<file path="src/rtl/sme_rng_pkg.sv">
// Shared types, constants and helpers for the SME random-word pool.
package sme_rng_pkg;

    localparam int unsigned CW = 32;
    localparam logic [CW-1:0] ZERO_GUARD = 32'h9E3779B9;

    typedef enum logic [1:0] {
        StSeed,
        StRun,
        StReseed
    } rng_state_e;

    function automatic logic [CW-1:0] xs32_step(input logic [CW-1:0] x);
        logic [CW-1:0] y;
        y = x ^ (x << 13);
        y = y ^ (y >> 17);
        y = y ^ (y << 5);
        return y;
    endfunction

    // Shares plus pairwise refresh channels.
    function automatic int unsigned nch(input int unsigned smax);
        return smax + (smax * (smax - 1)) / 2;
    endfunction

endpackage

</file>
<file path="src/rtl/sme_rng_fifo.sv">
// Synchronous prefetch FIFO with async reset and flush; head is unmasked.
module sme_rng_fifo #(
    parameter int unsigned Width = 32,
    parameter int unsigned Depth = 4
) (
    input  logic             clk_i,
    input  logic             rst_ni,
    input  logic             push_i,
    input  logic [Width-1:0] data_i,
    input  logic             pop_i,
    input  logic             flush_i,
    output logic             full_o,
    output logic             empty_o,
    output logic [Width-1:0] head_o
);
    localparam int unsigned AW = $clog2(Depth);

    logic [Width-1:0] mem_q [Depth];
    logic [AW-1:0]    wptr_q, rptr_q;
    logic [AW:0]      cnt_q;
    logic             do_push, do_pop;

    assign full_o  = (cnt_q == (AW + 1)'(Depth));
    assign empty_o = (cnt_q == '0);
    assign do_pop  = pop_i & ~empty_o & ~flush_i;
    assign do_push = push_i & (~full_o | do_pop) & ~flush_i;
    assign head_o  = mem_q[rptr_q];

    always_ff @(posedge clk_i or negedge rst_ni) begin
        if (!rst_ni) begin
            wptr_q <= '0;
            rptr_q <= '0;
            cnt_q  <= '0;
        end else if (flush_i) begin
            wptr_q <= '0;
            rptr_q <= '0;
            cnt_q  <= '0;
        end else begin
            if (do_push) wptr_q <= wptr_q + AW'(1);
            if (do_pop)  rptr_q <= rptr_q + AW'(1);
            cnt_q <= cnt_q + (AW + 1)'(do_push) - (AW + 1)'(do_pop);
        end
    end

    always_ff @(posedge clk_i) begin
        if (do_push) mem_q[wptr_q] <= data_i;
    end

endmodule

</file>
<file path="src/rtl/sme_rng_pool.sv">
// Reseeding xorshift word pool with prefetch FIFO.
// Optional flush input enabled by defining SME_RNG_POOL_FLUSH_EN.
module sme_rng_pool
    import sme_rng_pkg::*;
#(
    parameter int unsigned SMAX       = 3,
    parameter int unsigned DEPTH      = 4,
    parameter int unsigned RESEED_INT = 256
) (
    input  logic                      g_clk,
    input  logic                      g_resetn,
`ifdef SME_RNG_POOL_FLUSH_EN
    input  logic                      flush,
`endif
    output logic                      g_clk_req,
    input  logic                      ent_valid,
    output logic                      ent_ready,
    input  logic [CW-1:0]             ent_data,
    output logic                      rng_valid,
    input  logic                      rng_ready,
    output logic [nch(SMAX)*CW-1:0]   rng,
    output logic                      seeded,
    output logic                      reseeding
);
    localparam int unsigned NCH  = nch(SMAX);
    localparam int unsigned AbsW = $clog2(NCH + 1);
    localparam int unsigned DlvW = $clog2(RESEED_INT + 1);

    rng_state_e         state_q, state_d;
    logic [CW-1:0]      ch_q [NCH];
    logic [CW-1:0]      ch_d [NCH];
    logic [AbsW-1:0]    abs_cnt_q, abs_cnt_d;
    logic [DlvW-1:0]    dlv_cnt_q, dlv_cnt_d;
    logic               seeded_q, reseeding_q;

    logic               do_flush, absorb, abs_last, pop, dlv_last, gen;
    logic               fifo_full, fifo_empty;
    logic [NCH*CW-1:0]  push_data, head;
    logic [CW-1:0]      mixed;

`ifdef SME_RNG_POOL_FLUSH_EN
    assign do_flush = flush;
`else
    assign do_flush = 1'b0;
`endif

    assign ent_ready = (state_q != StRun);
    assign absorb    = ent_valid & ent_ready & ~do_flush;
    assign abs_last  = (abs_cnt_q == AbsW'(NCH - 1));
    assign rng_valid = ~fifo_empty;
    assign pop       = rng_valid & rng_ready & ~do_flush;
    assign dlv_last  = (dlv_cnt_q == DlvW'(RESEED_INT - 1));
    assign gen       = (state_q == StRun) & (~fifo_full | pop) & ~do_flush;
    assign rng       = rng_valid ? head : '0;
    assign g_clk_req = (state_q != StRun) | ~fifo_full | rng_valid;
    assign seeded    = seeded_q;
    assign reseeding = reseeding_q;

    always_comb begin
        push_data = '0;
        mixed     = '0;
        for (int k = 0; k < NCH; k++) begin
            push_data[k*CW +: CW] = xs32_step(ch_q[k]);
            ch_d[k] = ch_q[k];
            if (gen) ch_d[k] = xs32_step(ch_q[k]);
            if (absorb && abs_cnt_q == AbsW'(k)) begin
                mixed   = ch_q[k] ^ ent_data;
                ch_d[k] = (mixed == '0) ? ZERO_GUARD : mixed;
            end
        end
    end

    always_comb begin
        state_d   = state_q;
        abs_cnt_d = abs_cnt_q;
        dlv_cnt_d = dlv_cnt_q;
        if (absorb) abs_cnt_d = abs_last ? '0 : abs_cnt_q + AbsW'(1);
        if (pop)    dlv_cnt_d = dlv_last ? '0 : dlv_cnt_q + DlvW'(1);
        unique case (state_q)
            StSeed, StReseed: if (absorb && abs_last) state_d = StRun;
            StRun:            if (pop && dlv_last)    state_d = StReseed;
            default:          state_d = StSeed;
        endcase
        if (do_flush) begin
            abs_cnt_d = '0;
            dlv_cnt_d = '0;
            state_d   = (state_q == StSeed) ? StSeed : StReseed;
        end
    end

    always_ff @(posedge g_clk or negedge g_resetn) begin
        if (!g_resetn) begin
            state_q     <= StSeed;
            abs_cnt_q   <= '0;
            dlv_cnt_q   <= '0;
            seeded_q    <= 1'b0;
            reseeding_q <= 1'b0;
            for (int k = 0; k < NCH; k++) ch_q[k] <= '0;
        end else begin
            state_q     <= state_d;
            abs_cnt_q   <= abs_cnt_d;
            dlv_cnt_q   <= dlv_cnt_d;
            seeded_q    <= seeded_q | ((state_q == StSeed) && (state_d == StRun));
            reseeding_q <= (state_d == StReseed);
            for (int k = 0; k < NCH; k++) ch_q[k] <= ch_d[k];
        end
    end

    sme_rng_fifo #(
        .Width(NCH * CW),
        .Depth(DEPTH)
    ) u_fifo (
        .clk_i   (g_clk),
        .rst_ni  (g_resetn),
        .push_i  (gen),
        .data_i  (push_data),
        .pop_i   (pop),
        .flush_i (do_flush),
        .full_o  (fifo_full),
        .empty_o (fifo_empty),
        .head_o  (head)
    );

endmodule

</file>
<file path="config.mk">
export PLATFORM = sky130hd
export DESIGN_NAME = sme_rng_pool
export DESIGN_NICKNAME = d
export VERILOG_FILES = /design/src/rtl/sme_rng_pkg.sv /design/src/rtl/sme_rng_fifo.sv /design/src/rtl/sme_rng_pool.sv
export SDC_FILE = /design/constraint.sdc
export NUM_CORES = 1
export LEC_CHECK = 0
export BUFFER_PORTS_ARGS = -buffer_cell sky130_fd_sc_hd__buf_2
export CAP_MARGIN = 5
export CORE_AREA = 5 5 313 315
export DETAILED_ROUTE_END_ITERATION = 12
export DIE_AREA = 0 0 318 320
export PLACE_DENSITY_LB_ADDON = 0.25
export SLEW_MARGIN = 20
export SYNTH_ARGS = -nofsm -noshare
export SYNTH_HDL_FRONTEND = slang
export SYNTH_SLANG_ARGS = --single-unit
</file>
<file path="constraint.sdc">
create_clock -name g_clk -period 9.3 [get_ports g_clk]
set_input_delay 1.86 -clock g_clk [delete_from_list [all_inputs] [get_ports g_clk]]
set_output_delay 1.86 -clock g_clk [all_outputs]
set_load 0.1 [all_outputs]
</file>
Yosys cells after proc, flatten, opt, wreduce, memory -nomap -nowiden
Memory sizes are Yosys's and may differ from the RTL's.
Index checks and enable logic that the tools add are counted.
{"block": "word_totals", "regBits": 215, "ram_bits": 768, "in_bits": 36, "out_inout_bits": 197, "elab_cells": 119, "memories": 1}
{"block": "classes", "addsub": 6, "eq_ne": 12, "mux": 26, "bitwise": 36, "n_reduce_logical": 24}
{"memory": "u_fifo.mem_q", "words": 4, "word_bits": 192, "read_ports": 1, "rd_ports_with_merged_regs": 0, "wr": 1, "line_no": "sme_rng_fifo.sv:18", "source": "logic [Width-1:0] mem_q [Depth];"}
{"cell": "32-bit two-way mux", "count": 18}
{"cell": "32-bit XOR", "count": 18}
{"cell": "32-bit zero test", "count": 6}
{"cell": "192-bit two-way mux", "count": 1}
{"cell": "32-bit by 15-bit XOR with 32-bit output", "count": 6}
{"cell": "2-bit nonzero test", "count": 6}
{"cell": "9-bit by 1-bit adder with 9-bit output (second input constant)", "count": 1}
{"cell": "3-bit equality test (second input constant)", "count": 3}
{"cell": "9-bit by 8-bit equality test with 1-bit output (second input constant)", "count": 1}
{"cell": "9-bit two-way mux", "count": 1}
{"cell": "1-bit logical AND", "count": 8}
{"cell": "3-bit by 2-bit equality test with 1-bit output (second input constant)", "count": 2}
{"cell": "3-bit zero test", "count": 2}
{"cell": "1-bit bitwise AND", "count": 5}
{"cell": "1-bit OR", "count": 5}
{"cell": "2-bit by 1-bit adder with 2-bit output (second input constant)", "count": 2}
{"cell": "2-bit by 1-bit equality test with 1-bit output (second input constant)", "count": 2}
{"cell": "2-bit equality test (second input constant)", "count": 2}
{"cell": "2-bit two-way mux", "count": 2}
{"cell": "2-bit one-hot mux with 2 select lines", "count": 1}
{"cell": "3-bit by 1-bit adder with 3-bit output", "count": 1}
{"cell": "3-bit by 1-bit adder with 3-bit output (second input constant)", "count": 1}
{"cell": "3-bit by 1-bit equality test with 1-bit output (second input constant)", "count": 1}
{"cell": "3-bit two-way mux", "count": 1}
{"cell": "6 further kinds", "count": 8}

Logic depth before layout (Yosys ltp)
{"block": "logic_depth", "word_depth": 9, "ltp_mapped": 11, "ltp_nobuf": 10}

Modules after synthesis
From an unflattened synthesis, not the netlist that was laid out.
{"block": "hier_totals", "cells_unflattened": 3342, "area_unflattened_um2": 47685.7}
{"mod": "sme_rng_fifo", "instances": 1, "cells_per_inst": 1050, "area_each_um2": 28194.5, "seq_area_each_um2": 23237.3}
{"mod": "sme_rng_pool", "instances": 1, "cells_per_inst": 2292, "area_each_um2": 19491.2, "seq_area_each_um2": 5205.0}

Least setup slack after synthesis
OpenSTA, ideal clock, no wires.
{"block": "synth_timing", "path_kind": "input to register", "from": "in rng_ready", "to": "mem u_fifo.mem_q[0][0] (netlist name) (enable)", "setup_ns": 0.576, "t_arrival_ns": 7.269, "required_time_ns": 8.724, "slack_ns": 1.456, "stages": 7, "path_buffers": 3, "cell_sequence": "nor4b_1 > nand2b_1 > clkbuf_1 > inv_1 > clkbuf_1 > clkbuf_1 > and2_1"}
{"block": "synth_between", "elab_chain_cells": 6, "word_cells_on_any_way": 8, "cone_classes": "mux (2); bitwise (6)"}
{"item": "start: declaration", "line_no": "sme_rng_pool.sv:20", "source": "input logic rng_ready,"}
{"item": "1-bit bitwise AND *", "line_no": "sme_rng_pool.sv:51", "source": "assign pop = rng_valid & rng_ready & ~do_flush;"}
{"item": "1-bit OR / 1-bit bitwise AND (equally long branches)", "line_no": "sme_rng_pool.sv:53, sme_rng_fifo.sv:25"}
{"item": "1-bit bitwise AND / 1-bit OR (equally long branches)", "line_no": "sme_rng_pool.sv:53, sme_rng_fifo.sv:26"}
{"item": "1-bit bitwise AND *", "line_no": "sme_rng_fifo.sv:26", "source": "assign do_push = push_i & (~full_o | do_pop) & ~flush_i;"}
{"item": "1-bit two-way mux *", "line_no": "sme_rng_fifo.sv:46", "source": "if (do_push) mem_q[wptr_q] <= data_i;"}
{"item": "1-bit two-way mux (implied by the code) *", "line_no": "sme_rng_fifo.sv:46"}
{"item": "end: declaration", "line_no": "sme_rng_fifo.sv:18"}
Mark *: on every way between the ends. The rest lies on a longest branch, timed or not.

Worst setup path after layout
{"block": "layout_timing", "from": "reg u_fifo.rptr_q[1]", "to": "out rng[0]"}
{"block": "layout_between", "elab_chain_cells": 2}
{"item": "start: declaration", "line_no": "sme_rng_fifo.sv:19", "source": "logic [AW-1:0] wptr_q, rptr_q;"}
{"item": "start signal: assignment", "line_no": "sme_rng_fifo.sv:40", "source": "if (do_pop) rptr_q <= rptr_q + AW'(1);"}
{"item": "memory read 4 x 192 bit"}
{"item": "192-bit two-way mux", "line_no": "sme_rng_pool.sv:54", "source": "assign rng = rng_valid ? head : '0;"}
{"item": "end: declaration", "line_no": "sme_rng_pool.sv:21", "source": "output logic [nch(SMAX)*CW-1:0] rng,"}
No other way between the ends.

==> impl_metrics.env <==
export IMPL_status="completed"
export IMPL_cts_tree="built"
export IMPL_clock_tree_root_cell="clkbuf_16"
export IMPL_nFillCells=7639
export IMPL_cts_hold_buffers=0
export IMPL_finalCritPeriodShare_pct=57.4
export IMPL_r2r_start="state_q[0]"
export IMPL_cap_violations=0
export IMPL_grt_start_max_net_pins=133
export IMPL_die_height_um=320
export IMPL_worstSkewPairLatency_ps=690
export IMPL_routedWlPerCell_um=25.8
export IMPL_synthesized_nets=3460
export IMPL_cts_repair_timing_setup_buffer_count=0
export IMPL_clock_path_buffers=3
export IMPL_first_pass_iters=5
export IMPL_coreArea_um2=94600
export IMPL_synth_cells=3415
export IMPL_max_freq_mhz=187
export IMPL_synth_most_common_cell="edfxtp_1"
export IMPL_post_route_drc_count=0
export IMPL_dp_hpwl_mm=77.7
export IMPL_htreeDepth=3
export IMPL_post_route_clock_skew_ps=33.2
export IMPL_io_buffers=231
export IMPL_core_rowCount=113
export IMPL_final_max_slew_viol_count=0
export IMPL_post_synth_cell_area_avg_um2=13.8
export IMPL_grt_pass1_wl_mm=186
export IMPL_area_growth_syn_to_layout_pct=11.0
export IMPL_holdPathStages=1
export IMPL_globalRouteOverflowTotal=0
export IMPL_dp_cells=4622
export IMPL_post_synth_top_area_cell="edfxtp_1"
export IMPL_synth_edf_count=768
export IMPL_fin_worst_hold_slack_ps=490
export IMPL_synth_top_cells_by_count="edfxtp_1 (768), xnor2_1 (443), clkbuf_1 (266), dfrtp_1 (215), and2_1 (209)"
export IMPL_crit_path_max_fo=66
export IMPL_synth_async_reset_ratio_pct=21.9
export IMPL_grt_pass1_vias=28500
export IMPL_crit_reg2reg_capture="u_fifo.mem_q[0][175]"
export IMPL_nNetsFinal=3505
export IMPL_drive_above_1_share_pct=18.3
export IMPL_layoutNonFillerInstCount=4819
export IMPL_post_drt_via_cell_ratio=6.03
export IMPL_postLayoutCoreUtil_pct=55.2
export IMPL_finalSetupTns_ps=0
export IMPL_ff2ff_path_depth=5
export IMPL_synth_seq_area_share_pct=60.4
export IMPL_crit_type="flop to primary output"
export IMPL_synthesis_yosys_warnings=0
export IMPL_floorplan_die_area_um2=102000
export IMPL_reg2reg_setup_slack_ps=4880
export IMPL_cp_start_kind="flop"
export IMPL_route_antenna_remaining_nets=0
export IMPL_gpl_final_weighted_congestion=0.865
export IMPL_timing_final_setup_violations=0
export IMPL_die_width_um=318
export IMPL_hold_viol_final=0
export IMPL_period_minus_slack_ps=5340
export IMPL_endpoint_kind="primary output"
export IMPL_slew_headroom_pct=24.4
export IMPL_initial_antenna_violation_count=12
export IMPL_flip_flop_cell_with_the_highest_count_after_synthesis="edfxtp_1"
export IMPL_worstHoldStart="seeded"
export IMPL_cp_arrival_ps=3480
export IMPL_start_util_pct=49.8
export IMPL_ys_top_cells_by_area="edfxtp_1 (49%), dfrtp_1 (11%), mux4_2 (9.2%)"
export IMPL_critical_path_required_ps=7440
export IMPL_library_cells_used_by_synthesis=58
export IMPL_ios=233
export IMPL_tightestPinTransition_ps=1130
export IMPL_synth_top_area_share_pct=49.0
export IMPL_worst_hold_path_type="flop to flop"
export IMPL_dr_vias=29100
export IMPL_cts_num_sinks=983
export IMPL_first_iter_violations=3317
export IMPL_rsz_0062_raised_after_global_routing="false"
export IMPL_gr_usage_all_layers_pct=23.9
export IMPL_post_synth_instance_area_um2=47100
export IMPL_num_cts_buffers=100
export IMPL_cts_repair_resize_count=0
export IMPL_worst_min_delay_path_endpoint="seeded"
export IMPL_synth_ff_latch_count=983
export IMPL_path_clk_slew_ps=70
export IMPL_wl_mm=125
cell type report:
type	instances	area [µm²]	share of cell area, %
Sequential cell	983	28400	54.5
Clock inverter	58	612	1.17
Tap cell	1265	1580	3.03
Timing Repair Buffer	282	1620	3.10
Inverter	56	213	0.407
Multi-Input combinational cell	2037	17100	32.7
Antenna cell	9	22.5	0.0431
Clock buffer	129	2650	5.07
flip-flops by register name, summed over array words and instances (netlist names), 2 cells and up:
name	flops
state_q	2
u_fifo.mem_q	768
abs_cnt_q	3
u_fifo.cnt_q	3
u_fifo.wptr_q	2
dlv_cnt_q	9
ch_q	192
u_fifo.rptr_q	2
worst max path at each step:
stage,end,slack [ps],cells after the start,start
floorplan,u_fifo.mem_q[0][0],1460,7,rng_ready
global placement,u_fifo.mem_q[2][57],4150,6,rng_ready
detailed placement,u_fifo.mem_q[2][38],4110,6,rng_ready
CTS,rng[91],3760,4,u_fifo.rptr_q[0]
global route,rng[136],3810,4,u_fifo.cnt_q[1]
finish,rng[0],3960,4,u_fifo.rptr_q[1]
cells by family after synthesis:
| kind of cell | after synthesis | share of synthesized area, % |
|---|---|---|
| flops | 983 | 60.4 |
| simple gates | 677 | 7.62 |
| xor+xnor | 605 | 11.3 |
| compound gates | 543 | 7.66 |
| buf+inv | 395 | 3.38 |
| mux | 202 | 9.40 |
| fa+ha+maj | 9 | 0.255 |
| other cells | 1 | 0.00797 |
layout by cell type, fill, tap and decap left out, drive strengths merged, types with 12 or more instances in the layout:
| cell type | netlist | final |
|---|---|---|
| a21oi | 110 | 110 |
| nand4 | 45 | 45 |
| clkbuf | 266 | 129 |
| and3 | 12 | 12 |
| nand3 | 48 | 48 |
| clkinv | 1 | 34 |
| mux4 | 192 | 192 |
| nand2 | 172 | 172 |
| o32ai | 13 | 13 |
| dfrtp | 215 | 215 |
| buf | 73 | 282 |
| xnor2 | 443 | 443 |
| a32oi | 49 | 49 |
| nor2 | 83 | 83 |
| nor3 | 47 | 47 |
| and2 | 209 | 209 |
| a2111oi | 13 | 13 |
| o21ai | 114 | 114 |
| inv | 55 | 62 |
| a211oi | 52 | 52 |
| edfxtp | 768 | 768 |
| a311oi | 18 | 18 |
| o211ai | 57 | 57 |
| nor4 | 24 | 24 |
| xor2 | 162 | 162 |
| o22ai | 78 | 78 |
critical path, cell delays in order, from the launching register on:
cell	delay, ps
dfrtp_4	820
buf_4	880
mux4_2	470
and2_1	150
buf_2	430
per-layer routing:
layer | part of all wire [%] | routed length [µm] | vias up | global-route usage (%)
li1 | - | - | 12800 | -
met1 | 42 | 52100 | 14800 | 34.2
met5 | 0.039 | 48 | - | 0
met4 | 2.8 | 3490 | 8 | 6.91
met2 | 47 | 58500 | 1260 | 37.9
met3 | 8.3 | 10300 | 213 | 4.76
per-stage QoR:
stage	setup slack, ps	area, µm²
2_1_floorplan	1460	47100
3_3_place_gp	4150	48900
3_5_place_dp	4110	48900
4_1_cts	3760	52200
5_1_grt	3810	52200
6_report	3960	52200
Power is left out: the tool's default activity adds up to more than one toggle a clock period on the data nets, which glitch-free logic cannot reach.
